### src/rtl/pixel_writer.sv
// pixel_writer: buffers the draw-stage pixel stream in a small FIFO and drives
// framebuffer port B. A clear request sweeps the whole frame with one colour
// before any buffered pixel is written, so geometry lands on a fresh frame.
// Optional feature: define PIXEL_WRITER_BOUNDS_CHECK_EN to discard popped
// pixels whose address is outside the frame and count them in drop_count_out.
module pixel_writer #(
  parameter int unsigned PIXEL_WIDTH  = 1280,
  parameter int unsigned PIXEL_HEIGHT = 720,
  parameter int unsigned FIFO_DEPTH   = 16,
  localparam int unsigned PIXEL_TOTAL = PIXEL_WIDTH * PIXEL_HEIGHT,
  localparam int unsigned AW          = $clog2(PIXEL_TOTAL)
) (
  input  logic          clk_in,
  input  logic          rst_in,
  input  logic          clear_in,
  input  logic [3:0]    clear_color_in,
  input  logic [AW:0]   pixel_addr_in,
  input  logic [3:0]    pixel_color_in,
  input  logic          pixel_valid_in,
  output logic          pixel_ready_out,
  output logic [AW-1:0] write_addr_out,
  output logic [3:0]    write_data_out,
  output logic          write_valid_out,
  output logic          clear_done_out,
  output logic          idle_out,
  output logic [15:0]   drop_count_out
);

  localparam int unsigned   CW         = $clog2(FIFO_DEPTH);
  localparam logic [CW:0]   FULL_COUNT = (CW + 1)'(FIFO_DEPTH);
  localparam logic [AW-1:0] LAST_ADDR  = AW'(PIXEL_TOTAL - 1);

  typedef enum logic [0:0] {StIdle, StClear} state_e;

  state_e        state;
  logic [AW+4:0] fifo_mem [FIFO_DEPTH];  // {addr, color}
  logic [CW-1:0] wr_ptr;
  logic [CW-1:0] rd_ptr;
  logic [CW:0]   count;
  logic [CW:0]   count_next;
  logic [AW-1:0] clr_ptr;
  logic [3:0]    clr_color;
  logic          push;
  logic          pop;
  logic          pop_write;
  logic          idle_next;
  logic [AW:0]   pop_addr;
  logic [3:0]    pop_color;

  // Ready is held low during reset so nothing is pushed into a flushing FIFO.
  assign pixel_ready_out = !rst_in && (count != FULL_COUNT);
  assign push = pixel_valid_in && pixel_ready_out;
  // A clear request in the same cycle takes priority over popping.
  assign pop  = (state == StIdle) && !clear_in && (count != '0);
  assign {pop_addr, pop_color} = fifo_mem[rd_ptr];

`ifdef PIXEL_WRITER_BOUNDS_CHECK_EN
  localparam logic [AW:0] TOTAL_W = (AW + 1)'(PIXEL_TOTAL);
  logic        pop_in_range;
  logic [15:0] drop_count;

  assign pop_in_range   = pop_addr < TOTAL_W;
  assign pop_write      = pop && pop_in_range;
  assign drop_count_out = drop_count;

  // Count discarded out-of-frame pixels, saturating.
  always_ff @(posedge clk_in or posedge rst_in) begin
    if (rst_in) begin
      drop_count <= '0;
    end else if (pop && !pop_in_range && (drop_count != 16'hFFFF)) begin
      drop_count <= drop_count + 16'd1;
    end
  end
`else
  // Without the check the address MSB is simply truncated away.
  logic unused_pop_addr_msb;
  assign unused_pop_addr_msb = pop_addr[AW];
  assign pop_write           = pop;
  assign drop_count_out      = 16'h0000;
`endif

  // Occupancy after this cycle's push/pop.
  always_comb begin
    count_next = count;
    if (push && !pop) begin
      count_next = count + 1'b1;
    end else if (!push && pop) begin
      count_next = count - 1'b1;
    end
  end

  // Idle next cycle: staying in IDLE, FIFO drained and no write being issued.
  assign idle_next = (state == StIdle) && !clear_in && (count_next == '0) && !pop_write;

  // FIFO storage; the pointers alone define validity, so no reset is needed.
  always_ff @(posedge clk_in) begin
    if (push) begin
      fifo_mem[wr_ptr] <= {pixel_addr_in, pixel_color_in};
    end
  end

  // FIFO pointers and occupancy.
  always_ff @(posedge clk_in or posedge rst_in) begin
    if (rst_in) begin
      wr_ptr <= '0;
      rd_ptr <= '0;
      count  <= '0;
    end else begin
      if (push) wr_ptr <= wr_ptr + 1'b1;
      if (pop)  rd_ptr <= rd_ptr + 1'b1;
      count <= count_next;
    end
  end

  // Sequencer FSM with registered port-B outputs.
  always_ff @(posedge clk_in or posedge rst_in) begin
    if (rst_in) begin
      state           <= StIdle;
      clr_ptr         <= '0;
      clr_color       <= '0;
      write_addr_out  <= '0;
      write_data_out  <= '0;
      write_valid_out <= 1'b0;
      clear_done_out  <= 1'b0;
      idle_out        <= 1'b1;
    end else begin
      write_valid_out <= 1'b0;
      clear_done_out  <= 1'b0;
      idle_out        <= idle_next;
      unique case (state)
        StIdle: begin
          if (clear_in) begin
            state     <= StClear;
            clr_color <= clear_color_in;
            clr_ptr   <= '0;
          end else if (pop_write) begin
            write_valid_out <= 1'b1;
            write_addr_out  <= pop_addr[AW-1:0];
            write_data_out  <= pop_color;
          end
        end
        StClear: begin
          // Further clear requests are ignored until the sweep completes.
          write_valid_out <= 1'b1;
          write_addr_out  <= clr_ptr;
          write_data_out  <= clr_color;
          clr_ptr         <= clr_ptr + 1'b1;
          if (clr_ptr == LAST_ADDR) begin
            clear_done_out <= 1'b1;
            state          <= StIdle;
          end
        end
        default: state <= StIdle;
      endcase
    end
  end

endmodule

### config.mk
export PLATFORM = sky130hd
export DESIGN_NAME = pixel_writer
export DESIGN_NICKNAME = d
export VERILOG_FILES = /design/src/rtl/pixel_writer.sv
export SDC_FILE = /design/constraint.sdc
export NUM_CORES = 1
export LEC_CHECK = 0
export CAP_MARGIN = 10
export CELL_PAD_IN_SITES_DETAIL_PLACEMENT = 0
export CELL_PAD_IN_SITES_GLOBAL_PLACEMENT = 1
export CORE_MARGIN = 5
export CORE_UTILIZATION = 53
export CTS_CLUSTER_DIAMETER = 120
export CTS_CLUSTER_SIZE = 25
export DETAILED_ROUTE_END_ITERATION = 6
export PLACE_DENSITY = 0.9
export SETUP_SLACK_MARGIN = 0.5
export SLEW_MARGIN = 25
export SYNTH_ARGS = -nofsm -noshare
export SYNTH_HDL_FRONTEND = slang
export SYNTH_SLANG_ARGS = --single-unit
### constraint.sdc
create_clock -name clk_in -period 3.41 [get_ports clk_in]
set_input_delay 0.682 -clock clk_in [delete_from_list [all_inputs] [get_ports clk_in]]
set_output_delay 0.682 -clock clk_in [all_outputs]
set_load 0.01 [all_outputs]
==> results.tsv, run 1 <==
metric	value	unit
Critical Path Start	count[0]$_DFF_PP0_	
worst hold start	clr_color[0]$_DFFE_PP0P_	
detailed-router iteration count before antenna repair	5	
critical-path cell list	inv_1 -> ha_1 -> a31oi_1 -> clkdlybuf4s50_1	
largest net degree at the start of global routing	44	
fin crit period	2.79	ns
Logic pwr share	0.167	
RSZ-0062 raised after global routing	false	
total of warnings raised by yosys	0	
clock root buffer master	clkbuf_16	
WP buf/inv	2	
Final TNS setup	0	ns
# resized after CTS	0	
Skew-Pair Late Insertion Delay	0.55	ns
drt drc	0	
Critical Path AT	2.10	ns
CTS tree	done	
power per cell area	582	nW/um^2
Worst Reg-to-Reg Cells	7	
IR drop worst, VDD	0.000518	V
most common cell in the netlist	edfxtp_1	
fillers	2437	
vias in the first global route	8995	
via count	8858	
# Max-Cap Violations	0	
RePlAce Congestion	0.816	
Slew @ Worst Pin	0.847	ns
GRT Resource Usage Total	0.204	
row count	67	
Area contributors post-synth	edfxtp_1 65%, mux4_2 12%, dfrtp_1 9.0%	
average wire per standard cell	26.2	um
Clk pin slew, worst setup/hold paths	0.10	ns
WP depth	4	
Critical Path Source Type	flip-flop	
Yosys reg bits	449	
Area after DPL	19200	sq um
H-tree depth	1	
I/O pin total	77	
# port buffers	59	
crit path max-delay cell type	clkdlybuf4s50_1	
Die H	193	um
ys flop type	edfxtp_1	
Final Max Tran Viols	0	
Synth cell types	51	
DR iter-0 viols	1078	
Worst Hold Class	flip-flop to flip-flop	
CP Capture Type	primary output	
Clock Power Share	0.241	
EDFF count, synth	384	
post-route cell area	19800	sq um
first-pass GRT wire length	58300	um
Hold Buf Count CTS	0	
final setup fails	0	
P_int	8.57	mW
status	finished clean	
final hold violation count	0	
hold path cells	1	
crit-path max FO	7	
# diodes	0	
post-route antenna net violation count	0	
WS Path Type	flip-flop to primary output	
fin crit share	0.817	
NumNets Final	1042	
Starting Density	0.534	
Avg Cell Area, Syn	19.4	sq um
layout cell share with drive strength beyond 1	0.199	
post-synthesis sequential area ratio	0.738	
Post-Synthesis Cells	917	
Critical R2R Launch	count[0]$_DFF_PP0_	
Finished Core Util	0.593	
async set-reset flop share out of synthesis	0.145	
Fin Clk Skew	0.0145	ns
area leader, netlist	edfxtp_1	
P&R area growth vs syn	11.0	%
share of the synthesized area in the top cell type	0.647	
worst-case headroom to the max-slew limit	0.436	
Clock Sinks	449	
GRT overflow	0	
switching power	2.95	mW
Worst path max stage delay	0.57	ns
initial antenna violation count	1	
Worst Path Required	2.73	ns
total setup buffers inserted after CTS	0	
detailed-route vias per instance	6.05	
Leak	6.43	nW
Design Power	11.5	mW
switch share	0.256	
Post-synth top cells	384 x edfxtp_1, 95 x mux4_2, 66 x nand2_1	
Post-DP HPWL	23400	um
final WL	38300	um
setup ws final	0.623	ns
cell area after synthesis	17800	sq um
CTS Buf Count	21	
Seq pwr share	0.592	
Max Clk Rate	359	MHz
dpl ws	0.407	ns
die area	37400	sq um
CORE AREA	33400	sq um
Chip Width	193	um
clk buf depth	3	
Largest delay share family, worst path	buffers and inverters	
## area by class of cell
| type | count | area [sq um] | area share |
|---|---|---|---|
| Multi-Input combinational cell | 411 | 4310 | 0.218 |
| Clock inverter | 1 | 8.76 | 0.000443 |
| Timing Repair Buffer | 110 | 1120 | 0.0568 |
| Tap cell | 448 | 561 | 0.0283 |
| Sequential cell | 449 | 13200 | 0.666 |
| Inverter | 8 | 30.0 | 0.00152 |
| Clock buffer | 37 | 586 | 0.0296 |
## state kept, by name, indices dropped and copies added, names as in the netlist, 4 cells and up
register	cells
rd_ptr	4
count	5
wr_ptr	4
fifo_mem	384
write_data_out	4
clr_color	4
clr_ptr	20
write_addr_out	20
## cells by family (layout without fill, tap and decap cells)
group / after synthesis / in the layout / share of synthesized area
AO/OA/AOI/OAI: 80 / 80 / 0.0330
XOR/XNOR: 10 / 10 / 0.00491
AND/OR/NAND/NOR: 141 / 141 / 0.0401
multiplexers: 155 / 155 / 0.154
other: 1 / 16 / 0.000210
buffers and inverters: 72 / 156 / 0.0233
adder cells (fa/ha/maj): 9 / 9 / 0.00618
flip-flops: 449 / 449 / 0.738
## layout by cell type, fill, tap and decap left out, types with 2 or more instances in the layout
master           synthesis  layout
nor4b_1                  2       2
nand3_1                 15      15
clkdlybuf4s50_1          0      59
xnor2_1                  9       9
o31ai_1                  6       6
ha_1                     8       8
clkbuf_16                0      21
nand2b_1                 3       3
o21ai_0                 36      36
nor3b_1                  2       2
nand4_1                  6       6
mux2_2                   6       6
conb_1                   1      16
clkbuf_1                13      16
a21oi_1                  2       2
dfrtp_1                 64      60
edfxtp_1               384     384
mux2i_1                 54      54
o211ai_1                 4       4
buf_4                   25      39
nand2_1                 66      66
mux4_2                  95      95
inv_1                    8       7
a221oi_1                 5       5
nor2_1                   9       9
and2_1                  12      12
and3_1                   4       4
dfrtp_4                  0       3
o221a_2                 18      18
buf_12                   0      12
o311ai_0                 2       2
nor3_1                   8       8
and4_1                   5       5
## layer usage
metal | wire [um] | GRT usage | vias to the layer above | part of all wire
li1 | - | - | 3830 | -
met1 | 15800 | 0.294 | 4633 | 0.41
met2 | 18900 | 0.337 | 351 | 0.49
met3 | 2930 | 0.0377 | 42 | 0.077
met4 | 601 | 0.0333 | 2 | 0.016
met5 | 13 | 0 | - | 0.00034
## through the flow
step	hold slack, ns	std cells
floorplan	0.467	932
global placement	0.497	1426
detailed placement	0.496	1426
CTS	0.522	1464
global route	0.542	1464
finish	0.518	1464
## power groups by stage
| stage | Clock, mW | Combinational, mW | Sequential (mW) |
|---|---|---|---|
| after floorplan | 0 | 1.36 | 6.74 |
| final | 2.78 | 1.93 | 6.82 |
| after global routing | 3.04 | 2.10 | 6.88 |
| after CTS | 2.83 | 1.95 | 6.82 |
| after global placement | 0 | 1.90 | 6.91 |
| after detailed placement | 0 | 1.94 | 6.94 |
## worst paths after layout
kind                                                   to  slack [ns]
min in group asynchronous              count[4]$_DFF_PP0_        0.59
worst max register to register  fifo_mem[2][12]$_DFFE_PP_        0.77
worst max-delay path                      pixel_ready_out        0.62
max in group asynchronous          clr_ptr[7]$_DFFE_PP0P_        2.14
worst min register to register   clr_color[0]$_DFFE_PP0P_        0.52
worst min-delay path             clr_color[0]$_DFFE_PP0P_        0.52
No activity file was read; power rests on OpenSTA's default activity.
==> run 2, diff against run 1 <==
--- a/config.mk
+++ b/config.mk
@@ -9,11 +9,11 @@
 export CELL_PAD_IN_SITES_DETAIL_PLACEMENT = 0
 export CELL_PAD_IN_SITES_GLOBAL_PLACEMENT = 1
 export CORE_MARGIN = 5
-export CORE_UTILIZATION = 53
+export CORE_UTILIZATION = 48
 export CTS_CLUSTER_DIAMETER = 120
 export CTS_CLUSTER_SIZE = 25
 export DETAILED_ROUTE_END_ITERATION = 6
-export PLACE_DENSITY = 0.9
+export PLACE_DENSITY = 0.87
 export SETUP_SLACK_MARGIN = 0.5
 export SLEW_MARGIN = 25
 export SYNTH_ARGS = -nofsm -noshare
==> constraint.sdc (replaced) <==
create_clock -name clk_in -period 2.3 [get_ports clk_in]
set_input_delay 0.46 -clock clk_in [delete_from_list [all_inputs] [get_ports clk_in]]
set_output_delay 0.46 -clock clk_in [all_outputs]
set_load 0.01 [all_outputs]
==> run 2 against run 1 <==
First-iteration DRC count shrank 8.6%. Register-to-register slack got worse by 0.55 ns. Routed wire length up 22%. Highest routed layer is now met4. Non-clock buffer count grew 127. Die area up 9.9%. Clock skew is 0.0097 ns higher. Sequential cell count unchanged. Sequential power is 47% higher. Via count up 11%. Sequential share of layout area decreased by 8.4 points. Critical path depth increased by 2. Global-route usage is 0.97 points higher.
==> results.tsv, run 2 (synthesized netlist as in run 1, its figures left out) <==
metric	value	unit
status	finished clean	
Final Max Tran Viols	0	
IR drop worst, VDD	0.000812	V
final setup fails	0	
setup ws final	0.223	ns
Area after DPL	19900	sq um
crit-path max FO	6	
Design Power	18.8	mW
Inst Count DP	1480	
Finished Layout Cells	1610	
Slew @ Worst Pin	0.676	ns
NumNets Final	1169	
worst-case headroom to the max-slew limit	0.548	
Clock Power Share	0.224	
post-route antenna net violation count	0	
row count	70	
Chip Width	203	um
final hold violation count	0	
# Max-Cap Violations	0	
via count	9849	
Seq pwr share	0.535	
GRT Resource Usage Total	0.213	
Critical Path Source Type	flip-flop	
RePlAce Congestion	0.781	
CORE AREA	36600	sq um
# port buffers	59	
switch share	0.273	
RSZ-0062 raised after global routing	true	
Largest register FFs	384	
CTS tree	done	
commonest non-fill, non-tap cell in the layout	edfxtp_1	
P&R area growth vs syn	27.1	%
Post-DP HPWL	26300	um
Leak	7.80	nW
GRT overflow	0	
switching power	5.12	mW
detailed-route vias per instance	6.12	
CTS Buf Count	21	
Worst Hold Class	input pin to async pin	
Finished Core Util	0.619	
Critical Path AT	2.35	ns
die area	41100	sq um
layout cell share with drive strength beyond 1	0.372	
Most flops, register	fifo_mem	
H-tree depth	1	
biggest regs	fifo_mem x384, clr_ptr x20, write_addr_out x20	
clk buf depth	3	
Skew-Pair Late Insertion Delay	0.56	ns
first-pass GRT wire length	65400	um
fin crit period	2.08	ns
DR iter-0 viols	985	
Worst Path Required	2.58	ns
commonest non-fill, non-tap cells in the layout	384 x edfxtp_1, 95 x mux4_2, 67 x buf_12, 65 x buf_4, 52 x dfrtp_1	
largest net degree at the start of global routing	35	
drt drc	0	
fin crit share	0.903	
Clock Sinks	449	
initial antenna violation count	0	
vias in the first global route	9695	
detailed-router iteration count before antenna repair	5	
final WL	46800	um
WS Path Type	flip-flop to flip-flop	
Starting Density	0.487	
dpl ws	-0.136	ns
post-route cell area	22700	sq um
Max Clk Rate	481	MHz
Fin Clk Skew	0.0242	ns
CP Capture Type	flip-flop	
Clk pin slew, worst setup/hold paths	0.11	ns
P_int	13.7	mW
Logic pwr share	0.242	
I/O pin total	77	
clock root buffer master	clkbuf_16	
# diodes	0	
power per cell area	829	nW/um^2
Die H	203	um
average wire per standard cell	29.1	um
==> run 2: cell count changes in the layout (fill, tap and decap cells not counted), moves of 17 or more <==
| cell | change |
|---|---|
| buf_12 | +55 |
| buf_4 | +26 |
| buf_6 | +21 |
| clkdlybuf4s50_1 | -28 |
| dlymetal6s2s_1 | +25 |
| nand2_1 | -19 |
| nand2_4 | +17 |
| o21ai_0 | -19 |
==> run 2: worst paths after layout <==
| kind | cells past startpoint | endpoint | slack [ns] | start |
|---|---|---|---|---|
| worst max-delay path | 6 | fifo_mem[2][21]$_DFFE_PP_ | 0.22 | count[4]$_DFF_PP0_ |
| worst min-delay path | 3 | count[4]$_DFF_PP0_ | 0.42 | rst_in |
| worst max register to register | 6 | fifo_mem[2][21]$_DFFE_PP_ | 0.22 | count[4]$_DFF_PP0_ |
| worst min register to register | 1 | clr_color[2]$_DFFE_PP0P_ | 0.52 | clr_color[2]$_DFFE_PP0P_ |
| max in group asynchronous | 4 | write_addr_out[10]$_DFFE_PP0P_ | 1.35 | rst_in |
| min in group clk_in | 2 | clr_color[2]$_DFFE_PP0P_ | 0.52 | clear_color_in[2] |
==> run 2: final cells by class <==
type	count	area, sq um
clock buffer	37	586
fill	2437	13900
multi-input combinational	411	4920
sequential	449	13200
inverter	8	33.8
tap	468	586
timing repair buffer	237	3350
==> run 2: what timing repair did <==
action / CTS / global route
setup buffers: 38 / 36
pin swaps: 14 / 27
hold endpoints to repair: 0 / 0
endpoints found under the setup margin: 443 / 449
hold buffers: 0 / 0
resized for setup: 90 / 130
gates cloned: 12 / 7
==> run 2: worst max-delay path, cell delays in order (launching register included) <==
cell      delay [ns]
dfrtp_1         0.52
a311oi_4        0.31
buf_6           0.19
nor3b_4         0.27
and2_4          0.25
buf_12          0.13
buf_16          0.12
==> run 2: power by group through the flow <==
stage,clock network (mW),registers [mW],logic (mW)
finish,4.20,10.0,4.54
global route,4.57,10.1,4.81
CTS,4.18,10.0,3.94
detailed placement,0,10.2,3.37
global placement,0,10.2,3.31
floorplan,0,10.0,2.10
==> run 2: per-stage QoR <==
step	setup TNS (ns)	hold WS [ns]
after floorplan	0	0.467
after global placement	-22.18	0.498
after detailed placement	-30.13	0.502
after CTS	0	0.426
after global routing	0	0.455
final	0	0.417
==> run 2: metal layers <==
layer | GRT usage | routed length (um) | part of all wire | vias up
met5 | 0 | 0 | 0 | -
met4 | 0.0548 | 1640 | 0.035 | 0
met3 | 0.0313 | 3640 | 0.078 | 79
met2 | 0.362 | 24100 | 0.52 | 512
met1 | 0.296 | 17400 | 0.37 | 5173
li1 | - | - | - | 4085
==> run 3, diff against run 2 <==
--- a/config.mk
+++ b/config.mk
@@ -9,13 +9,16 @@
 export CELL_PAD_IN_SITES_DETAIL_PLACEMENT = 0
 export CELL_PAD_IN_SITES_GLOBAL_PLACEMENT = 1
 export CORE_MARGIN = 5
-export CORE_UTILIZATION = 48
+export CORE_UTILIZATION = 50
 export CTS_CLUSTER_DIAMETER = 120
 export CTS_CLUSTER_SIZE = 25
 export DETAILED_ROUTE_END_ITERATION = 6
-export PLACE_DENSITY = 0.87
+export DONT_BUFFER_PORTS = 1
+export HOLD_SLACK_MARGIN = 0.1
+export PLACE_DENSITY = 0.86
 export SETUP_SLACK_MARGIN = 0.5
 export SLEW_MARGIN = 25
 export SYNTH_ARGS = -nofsm -noshare
 export SYNTH_HDL_FRONTEND = slang
 export SYNTH_SLANG_ARGS = --single-unit
+export TNS_END_PERCENT = 20
==> run 3 against run 2 <==
First-iteration DRC count grew 11%. Setup slack worse by 0.023 ns. Via count decreased by 5.7%. Maximum frequency down 1.1%. Register-to-register slack worse by 0.02 ns. Power fell by 3.6%. Non-clock buffer count fell by 97. Combinational power is 19% lower. Sequential share of layout area rose by 4.6 points. Count of clock-buffer cells in the layout shrank 1. Critical path depth is 2 higher. Sequential power about the same.
==> results.tsv, run 3 (synthesized netlist as in run 1, its figures left out) <==
metric	value	unit
Critical R2R Launch	count[0]$_DFF_PP0_	
Clock Sinks	449	
Finished Layout Cells	1512	
die area	39500	sq um
P&R area growth vs syn	17.7	%
status	finished clean	
GRT overflow	0	
crit-path max FO	9	
Post-DP HPWL	24200	um
final WL	43400	um
final setup fails	0	
initial antenna violation count	3	
Slew @ Worst Pin	0.730	ns
Largest delay share family, worst path	buffers and inverters	
DR iter-0 viols	1090	
average wire per standard cell	28.7	um
CP most frequent cell	buf_12	
Worst Path Required	2.57	ns
setup ws final	0.200	ns
reg-to-reg endpoint	fifo_mem[2][8]$_DFFE_PP_	
fin crit share	0.913	
GRT Resource Usage Total	0.217	
biggest regs	fifo_mem x384, clr_ptr x20, write_addr_out x20	
RePlAce Congestion	0.817	
Design Power	18.1	mW
worst-case headroom to the max-slew limit	0.514	
largest net degree at the start of global routing	36	
detailed-route vias per instance	6.14	
CORE AREA	35400	sq um
Most flops, register	fifo_mem	
WP depth	8	
Clk pin slew, worst setup/hold paths	0.10	ns
fillers	2430	
crit path max-delay cell type	dfrtp_1	
CP Capture Type	flip-flop	
Worst Reg-to-Reg Cells	8	
vias in the first global route	9209	
first-pass GRT wire length	62100	um
CTS tree	done	
IR drop worst, VDD	0.000787	V
Final TNS setup	0	ns
Critical Path Source Type	flip-flop	
detailed-router iteration count before antenna repair	5	
r2r setup slk	0.20	ns
via count	9289	
# port buffers	0	
Starting Density	0.504	
commonest non-fill, non-tap cell in the layout	edfxtp_1	
layout cell share with drive strength beyond 1	0.292	
Worst Hold Class	input pin to flip-flop	
Die H	199	um
critical-path cell list	inv_2 -> ha_4 -> a311oi_4 -> buf_12 -> nor3b_4 -> buf_4 -> and2_4 -> buf_12	
drt drc	0	
Final Max Tran Viols	0	
post-route antenna net violation count	0	
WP buf/inv	4	
CTS Buf Count	22	
clock root buffer master	clkbuf_16	
Max Clk Rate	476	MHz
H-tree depth	1	
fin crit period	2.10	ns
commonest non-fill, non-tap cells in the layout	384 x edfxtp_1, 95 x mux4_2, 66 x nand2_1, 57 x dfrtp_1, 50 x mux2i_1	
NumNets Final	1073	
Largest register FFs	384	
Critical Path AT	2.37	ns
Inst Count DP	1393	
# Max-Cap Violations	0	
Fin Clk Skew	0.0244	ns
dpl ws	0.135	ns
WS Path Type	flip-flop to flip-flop	
Critical Path Start	count[0]$_DFF_PP0_	
Skew-Pair Late Insertion Delay	0.56	ns
power per cell area	863	nW/um^2
Leak	6.95	nW
Worst path max stage delay	0.37	ns
row count	69	
clk buf depth	3	
Chip Width	199	um
RSZ-0062 raised after global routing	true	
I/O pin total	77	
Setup crit end	fifo_mem[2][8]$_DFFE_PP_	
final hold violation count	0	
run 3: cell types whose count changed in the layout (fill, tap and decap cells not counted), sizes merged, moves of 25 or more:
cell,before,now
dlymetal6s2s,25,0
dlygate4sd3,0,30
buf,172,102
clkdlybuf4s50,31,0
run 3: layer usage:
| metal | track usage | vias to the layer above | part of all wire |
|---|---|---|---|
| met4 | 0.0441 | 0 | 0.021 |
| met5 | 0 | - | 0 |
| li1 | - | 3903 | - |
| met1 | 0.300 | 4842 | 0.37 |
| met3 | 0.0479 | 51 | 0.098 |
| met2 | 0.363 | 493 | 0.51 |
run 3: worst reg2reg max path, delay by kind of cell (launching register included):
family,cells,cell delay [ns]
DFF,1,0.37
AOI/OAI and AO/OA,1,0.29
adders and majority gates,1,0.18
buffers and inverters,4,0.55
and+or+nand+nor,2,0.43
run 3: worst min-delay path by stage:
stage,startpoint,to,slack (ns),cells past startpoint
after floorplan,clr_ptr[19]$_DFFE_PP0P_,clr_ptr[19]$_DFFE_PP0P_,0.47,1
after global placement,rst_in,clear_done_out$_DFF_PP0_,0.43,1
after detailed placement,rst_in,clear_done_out$_DFF_PP0_,0.43,1
after CTS,clear_in,idle_out$_DFF_PP1_,0.23,4
after global routing,clear_in,state$_DFF_PP0_,0.24,3
final,clear_in,idle_out$_DFF_PP1_,0.24,4
run 3: power by group:
| group | internal, mW | switching [mW] | leakage [nW] |
|---|---|---|---|
| Combinational | 1.92 | 1.76 | 2.42 |
| Sequential | 9.49 | 0.598 | 4.22 |
| Clock | 1.86 | 2.48 | 0.307 |
run 3: repair_timing:
item / 4_1_cts / 5_1_grt
endpoints found under the hold margin: 411 / 0
setup buffers: 21 / 7
pin swaps: 6 / 3
resized for setup: 36 / 21
hold buffers: 30 / 0
endpoints found under the setup margin: 414 / 426
gates cloned: 14 / 4
run 3: layout make-up:
type	instances	area, sq um	share of cell area
clock inverters	4	48.8	0.00233
repair buffers	140	2050	0.0979
multi-input cells	411	4480	0.214
diodes	3	7.51	0.000358
well taps	461	577	0.0275
clock buffers	36	603	0.0287
flip-flops and latches	449	13200	0.628
inverters	8	33.8	0.00161
run 3: stage by stage:
step	hold slack (ns)	instance area, sq um	utilization
2_1_floorplan	0.467	18000	-
3_3_place_gp	0.431	19100	0.539
3_5_place_dp	0.429	19100	0.539
4_1_cts	0.225	20700	0.586
5_1_grt	0.235	21000	0.593
6_report	0.239	21000	0.593
